**config.mk**
```make
export PLATFORM = sky130hd
export DESIGN_NAME = pipe_hazard_ctrl
export DESIGN_NICKNAME = d
export VERILOG_FILES = /design/src/rtl/pipe_hazard_ctrl.sv
export SDC_FILE = /design/constraint.sdc
export NUM_CORES = 1
export LEC_CHECK = 0
export CAP_MARGIN = 20
export CORE_MARGIN = 4
export CORE_UTILIZATION = 41
export DETAILED_ROUTE_END_ITERATION = 7
export MAX_ROUTING_LAYER = met4
export PLACE_DENSITY = 0.81
export SYNTH_ARGS = -nofsm -noshare
export SYNTH_HDL_FRONTEND = slang
export SYNTH_SLANG_ARGS = --single-unit
```
**constraint.sdc**
```tcl
create_clock -name clk -period 2.7 [get_ports clk]
set_clock_uncertainty 0.05 [all_clocks]
set_input_delay 0.27 -clock clk [delete_from_list [all_inputs] [get_ports clk]]
set_output_delay 0.27 -clock clk [all_outputs]
set_load 0.02 [all_outputs]
```
**src/rtl/pipe_hazard_ctrl.sv**
```systemverilog
// Stall/flush sequencer for the five-stage pipeline: load-use, branch redirect,
// multi-cycle data access with timeout, and trap / debug-halt entry.
module pipe_hazard_ctrl #(
  parameter int unsigned MEM_TIMEOUT        = 16,
  parameter int unsigned CNT_WIDTH          = 8,
  parameter int unsigned GPR_ADDR_WIDTH     = 5,
  parameter int unsigned DATA_WIDTH_ISA_EXP = 4,
  parameter int unsigned PC_WIDTH           = 32,
  parameter logic        GPR_WRITE          = 1'b0
) (
  input  logic                          clk,
  input  logic                          rst_n,
  input  logic                          cpu_en,
  input  logic [GPR_ADDR_WIDTH-1:0]     if_rs1_addr,
  input  logic [GPR_ADDR_WIDTH-1:0]     if_rs2_addr,
  input  logic                          if_rs1_used,
  input  logic                          if_rs2_used,
  input  logic                          id_en,
  input  logic                          id_is_load,
  input  logic                          id_gpr_we_n,
  input  logic [GPR_ADDR_WIDTH-1:0]     id_dst_addr,
  input  logic                          id_branch_taken,
  input  logic                          ex_en,
  input  logic                          ex_memory_rd_en,
  input  logic                          ex_memory_we_en,
  input  logic [DATA_WIDTH_ISA_EXP-1:0] ex_exp_code,
  input  logic                          ex_ecall_en,
  input  logic                          ex_ebreak_en,
  input  logic [PC_WIDTH-1:0]           ex_pc,
  input  logic                          dmem_ack,
  input  logic                          trap_ack,
  input  logic                          dbg_halt_en,
  input  logic                          dbg_resume,
  output logic                          pc_stall,
  output logic                          if_stall,
  output logic                          id_stall,
  output logic                          ex_stall,
  output logic                          mem_stall,
  output logic                          if_flush,
  output logic                          id_flush,
  output logic                          ex_flush,
  output logic                          mem_flush,
  output logic                          dmem_req,
  output logic                          trap_req,
  output logic [3:0]                    trap_cause,
  output logic [PC_WIDTH-1:0]           trap_pc,
  output logic                          halted
);

  localparam logic [3:0] CAUSE_EXP    = 4'd2;
  localparam logic [3:0] CAUSE_EBREAK = 4'd3;
  localparam logic [3:0] CAUSE_LDFLT  = 4'd5;
  localparam logic [3:0] CAUSE_STFLT  = 4'd7;
  localparam logic [3:0] CAUSE_ECALL  = 4'd11;

  typedef enum logic [1:0] {RUN, MEM_WAIT, TRAP_WAIT, HALT} state_t;

  state_t                 state, state_nx;
  logic [CNT_WIDTH-1:0]   cnt, cnt_nx;
  logic                   trap_req_nx, halted_nx;
  logic [3:0]             trap_cause_nx;
  logic [PC_WIDTH-1:0]    trap_pc_nx;

  logic trap_hit, mem_hit, br_hit, lu_hit, rs1_hit, rs2_hit;

  // Hazard detection on the current pipeline contents
  assign trap_hit = ex_en && ((ex_exp_code != '0) || ex_ecall_en || ex_ebreak_en);
  assign mem_hit  = ex_en && (ex_memory_rd_en || ex_memory_we_en);
  assign br_hit   = id_en && id_branch_taken;
  assign rs1_hit  = if_rs1_used && (if_rs1_addr == id_dst_addr);
  assign rs2_hit  = if_rs2_used && (if_rs2_addr == id_dst_addr);
  assign lu_hit   = id_en && id_is_load && (id_gpr_we_n == GPR_WRITE) &&
                    (id_dst_addr != '0) && (rs1_hit || rs2_hit);

  always_ff @(posedge clk or negedge rst_n) begin
    if (!rst_n) begin
      state      <= RUN;
      cnt        <= '0;
      trap_req   <= 1'b0;
      trap_cause <= 4'd0;
      trap_pc    <= '0;
      halted     <= 1'b0;
    end else if (cpu_en) begin
      state      <= state_nx;
      cnt        <= cnt_nx;
      trap_req   <= trap_req_nx;
      trap_cause <= trap_cause_nx;
      trap_pc    <= trap_pc_nx;
      halted     <= halted_nx;
    end
  end

  always_comb begin
    state_nx      = state;
    cnt_nx        = cnt;
    trap_req_nx   = trap_req;
    trap_cause_nx = trap_cause;
    trap_pc_nx    = trap_pc;
    halted_nx     = halted;
    pc_stall      = 1'b0;
    if_stall      = 1'b0;
    id_stall      = 1'b0;
    ex_stall      = 1'b0;
    mem_stall     = 1'b0;
    if_flush      = 1'b0;
    id_flush      = 1'b0;
    ex_flush      = 1'b0;
    mem_flush     = 1'b0;
    dmem_req      = 1'b0;

    case (state)
      RUN: begin
        if (trap_hit) begin
          pc_stall   = 1'b1;
          if_flush   = 1'b1;
          id_flush   = 1'b1;
          ex_flush   = 1'b1;
          mem_flush  = 1'b1;
          trap_pc_nx = ex_pc;
          trap_cause_nx = ex_ebreak_en ? CAUSE_EBREAK :
                          ex_ecall_en  ? CAUSE_ECALL  : CAUSE_EXP;
          if (ex_ebreak_en && dbg_halt_en) begin
            halted_nx = 1'b1;
            state_nx  = HALT;
          end else begin
            trap_req_nx = 1'b1;
            state_nx    = TRAP_WAIT;
          end
        end else if (mem_hit) begin
          dmem_req = 1'b1;
          if (!dmem_ack) begin
            pc_stall  = 1'b1;
            if_stall  = 1'b1;
            id_stall  = 1'b1;
            ex_stall  = 1'b1;
            mem_flush = 1'b1;
            cnt_nx    = CNT_WIDTH'(1);
            state_nx  = MEM_WAIT;
          end
        end else if (br_hit) begin
          if_flush = 1'b1;
          id_flush = 1'b1;
        end else if (lu_hit) begin
          pc_stall = 1'b1;
          if_stall = 1'b1;
          id_flush = 1'b1;
        end
      end

      MEM_WAIT: begin
        // A late ack wins over the timeout fault in the same cycle
        if (dmem_ack) begin
          dmem_req = 1'b1;
          cnt_nx   = '0;
          state_nx = RUN;
        end else if (cnt == CNT_WIDTH'(MEM_TIMEOUT)) begin
          if_flush      = 1'b1;
          id_flush      = 1'b1;
          ex_flush      = 1'b1;
          mem_flush     = 1'b1;
          trap_cause_nx = ex_memory_rd_en ? CAUSE_LDFLT : CAUSE_STFLT;
          trap_pc_nx    = ex_pc;
          trap_req_nx   = 1'b1;
          cnt_nx        = '0;
          state_nx      = TRAP_WAIT;
        end else begin
          dmem_req  = 1'b1;
          pc_stall  = 1'b1;
          if_stall  = 1'b1;
          id_stall  = 1'b1;
          ex_stall  = 1'b1;
          mem_flush = 1'b1;
          cnt_nx    = cnt + CNT_WIDTH'(1);
        end
      end

      TRAP_WAIT: begin
        pc_stall  = 1'b1;
        if_stall  = 1'b1;
        id_stall  = 1'b1;
        ex_stall  = 1'b1;
        mem_stall = 1'b1;
        if (trap_ack) begin
          trap_req_nx = 1'b0;
          state_nx    = RUN;
        end
      end

      HALT: begin
        pc_stall  = 1'b1;
        if_stall  = 1'b1;
        id_stall  = 1'b1;
        ex_stall  = 1'b1;
        mem_stall = 1'b1;
        if (dbg_resume) begin
          halted_nx = 1'b0;
          state_nx  = RUN;
        end
      end

      default: state_nx = RUN;
    endcase

    if (!cpu_en) dmem_req = 1'b0;

    // Reset must silence the combinational controls immediately
    if (!rst_n) begin
      pc_stall  = 1'b0;
      if_stall  = 1'b0;
      id_stall  = 1'b0;
      ex_stall  = 1'b0;
      mem_stall = 1'b0;
      if_flush  = 1'b0;
      id_flush  = 1'b0;
      ex_flush  = 1'b0;
      mem_flush = 1'b0;
      dmem_req  = 1'b0;
    end
  end

endmodule

```
==> parameters.txt <==
Parameter                              Value

Finish
  Relative area change from synthesis to final layout    59.16%
  Most frequent standard cell in the layout excluding fill and tap cells    clkdlybuf4s50_1
  Number of diodes    0
  Ratio of cells with drive above 1 in the final layout    0.1910
  Most frequent cells in the layout    clkdlybuf4s50_1, dfrtp_1, mux2_2
  Final layout net count    426

Detailed routing
  Number of search-and-repair iterations in the first detailed-routing pass    4
  Met2 wire len    3.463 mm
  Remaining design rule violation count    0
  DRT Wirelength    6.636 mm
  Count of vias placed by the detailed router    2,216
  DRT met1 WL    2.809 mm
  Drt first-iter violations    84
  Antenna-violating nets left    0
  Amount of wire on met3 after detailed routing    317 um
  Detail-routed via count per cell    5.178
  Max Used Layer    met4
  Post-detailed-route wirelength per cell    15.50 um

GRT
  Global-route total usage across every layer    0.1885
  Remaining Overflow, GRT    0
  Antenna violations before repair    0
  Largest net degree at the start of global routing    30
  Global-route wire length before repair    10.80 mm
  Via count of the first global-routing pass    2,326

Worst setup path
  CP max-delay cell    or4_4
  Register-to-register path setup slack    0.35 ns
  CP Class    in2out
  Largest driver fanout on the critical path    2
  Reg2reg start    cnt[5]
  Worst-case reg-to-reg path depth    6
  Endpoint of the lowest-slack register-to-register path    trap_pc[6]
  Cells along the critical path    clkdlybuf4s50_1, or4_4, buf_4, nor4_1, nor3_1, nor2_1, dlygate4sd2_1
  Required arrival time at the worst endpoint    2.38 ns
  Maximum single-stage delay on the critical path    0.54 ns
  Number of buffer and inverter stages on the critical path    3
  Critical path launch point type    input pin
  Data arrival time at the worst-slack endpoint    2.28 ns
  Top delay family on crit path    simple AND/OR/NAND/NOR gates
  Endpoint class of the critical path    output pin

CTS
  TritonCTS buffer count    5
  Clock transition at the registers of the reported paths    0.08 ns
  Worst-case clock buffer depth    2
  Worst-Skew Late Latency    0.30 ns
  CTS sink count    48
  Root Driver    clkbuf_8
  Max H-tree Level    2
  CTS tree    built

Synth
  Syn Nets    292
  Yosys warnings    0
  Register area share after synthesis    0.4926
  Dominant combinational cell family by area after synthesis    multiplexers
  Number of flops mapped to enable cells by yosys    0
  Synth Area per Inst    11.03 um2
  Number of synthesized register bits    48
  Post-Synthesis Cell Area    2439 um2
  Basic-gate share of the synthesized area counting and, or, nand and nor cells    0.1503
  Post-Synthesis Cells    221
  Synth Area in Adders    0.01026
  Proportion of synthesized flip-flops having asynchronous set or reset    1.000
  Compound-cell area share of the yosys netlist    0.1185
  Share of the synthesized netlist area taken by xor and xnor gates    0.03592
  Predominant post-synthesis flop cell    dfrtp_1
  Synth unique cells    43
  Multiplexer share of the synthesized area    0.1601

Timing
  Number of endpoints failing setup at the final stage    0
  Setup repair after global routing missed its margin    no
  Post-route worst setup slack    0.1037 ns
  Worst relative slew slack    0.6916
  Minimum clock period after layout    2.596 ns
  Final number of max-transition violations    0
  Slew at the pin closest to its max-slew limit    0.4584 ns
  Post-route worst hold slack    0.4573 ns
  Fmax    385.2 MHz
  Hold Vio Cnt, Final    0
  Final cycle utilization of the critical path    0.9616

Floorplan
  I/O Pins    117
  Die X-Extent    85.12 um
  Starting density of the core    0.4322
  Row count    27
  Floorplan Core Area    5642 um2
  Die height    85.12 um
  Die area    7245 um2

Placement
  Final weighted congestion in routability-driven placement    0.8136
  Dpl ws    -0.1955 ns
  Half-perimeter wire length after detailed placement    5.403 mm
  Port Buffer Count    116

Pwr
  Leakage power summed over all cells    1.623 nW
  Clock group share of total power    0.122
  Sequential share of power    0.335
  Sw Ratio    0.3746
  Cell Pwr Density    932.5 nW/um2
  Pint    2.263 mW
  Largest vdd supply drop    0.6492 mV
  NetSw    1.356 mW
  Proportion of power drawn by combinational gates    0.542

Run
  Max-cap viol count    0

Min path
  Hold path start    trap_pc[1]
  Type of the tightest min-delay check    reg2reg
  Hold worst-path end    trap_pc[1]
  Cell depth of the worst hold path    1

Status
  Outcome    complete, no violations
==> cell usage after synthesis (4+ instances only) <==
| cell | n | area share |
|---|---|---|
| dfrtp_1 | 48 | 0.49 |
| mux2_2 | 28 | 0.13 |
| o21ai_0 | 21 | 0.043 |
| nor2_1 | 15 | 0.023 |
| nand2_1 | 13 | 0.020 |
| a21oi_1 | 10 | 0.021 |
| xnor2_1 | 10 | 0.036 |
| nand3_1 | 9 | 0.018 |
| nand4_1 | 8 | 0.021 |
| inv_1 | 6 | 0.0092 |
| mux2_4 | 5 | 0.031 |
| clkbuf_1 | 4 | 0.0062 |
==> worst register-to-register path, stage by stage (launching register included) <==
cell and delay, ns:
dfrtp_1 0.47, nor4b_4 0.39, nand4b_1 0.19, buf_4 0.18, a21oi_4 0.34, buf_12 0.26, mux2_2 0.37
==> sequential cells by signal, indices dropped and copies added, names as in the netlist <==
| signal | flops |
|---|---|
| trap_pc | 32 |
| state | 2 |
| trap_cause | 4 |
| halted | 1 |
| trap_req | 1 |
| cnt | 8 |
==> timing repair <==
action / in CTS / in global routing
buffers inserted: 1 / 0
resized for setup: 9 / 2
hold buffers: 1 / 0
setup endpoints to repair: 8 / 3
cloned: 0 / 0
hold endpoints to repair: 48 / 0
pin swaps: 1 / 0
==> worst max-delay path by stage <==
stage | slack (ns) | end | depth (start not counted) | startpoint
finish | 0.10 | ex_stall | 7 | ex_exp_code[1]
global route | 0.008 | ex_stall | 7 | ex_exp_code[1]
CTS | 0.003 | mem_flush | 7 | ex_exp_code[1]
detailed placement | -0.20 | ex_stall | 7 | ex_exp_code[1]
global placement | -0.12 | if_stall | 7 | ex_exp_code[1]
floorplan | 0.50 | id_stall | 7 | cnt[0]
==> cell families after synthesis <==
kind of cell | after synthesis
compound gates | 47
xor+xnor | 10
fa+ha+maj | 2
buf+inv | 14
flops | 48
mux | 33
simple gates | 67
==> metal layers <==
layer / track usage / up-vias
met5: - / -
met4: 0.03597 / 0
met3: 0.03786 / 6
met2: 0.3298 / 76
met1: 0.2259 / 1061
li1: - / 1073
==> power groups by stage <==
stage	Clock [mW]	Combinational (mW)	Sequential [mW]
after global placement	0	1.95	1.20
after global routing	0.489	2.10	1.26
final	0.442	1.96	1.21
after detailed placement	0	2.00	1.22
after CTS	0.459	1.99	1.21
after floorplan	0	0.696	1.54
==> cell type report <==
type                       count  area, um2
inverter                       6      22.52
clock inverter                 2      15.01
multi-input combinational    159       1164
tap                           72      90.09
timing repair buffer         135       1306
clock buffer                   6      82.58
fill                         430       1760
sequential                    48       1201
==> through the flow <==
| step | std cells | util | instance area [um2] | power (mW) | TNS (ns) |
|---|---|---|---|---|---|
| final | 428 | 0.6880 | 3881 | 3.619 | 0 |
| after floorplan | 221 | - | 2439 | 2.235 | 0 |
| after global placement | 417 | 0.6644 | 3749 | 3.154 | -1.306 |
| after detailed placement | 418 | 0.6680 | 3769 | 3.223 | -0.5812 |
| after global routing | 428 | 0.6880 | 3881 | 3.843 | 0 |
| after CTS | 428 | 0.6875 | 3879 | 3.661 | 0 |
Power figures use the tool's default switching activity.
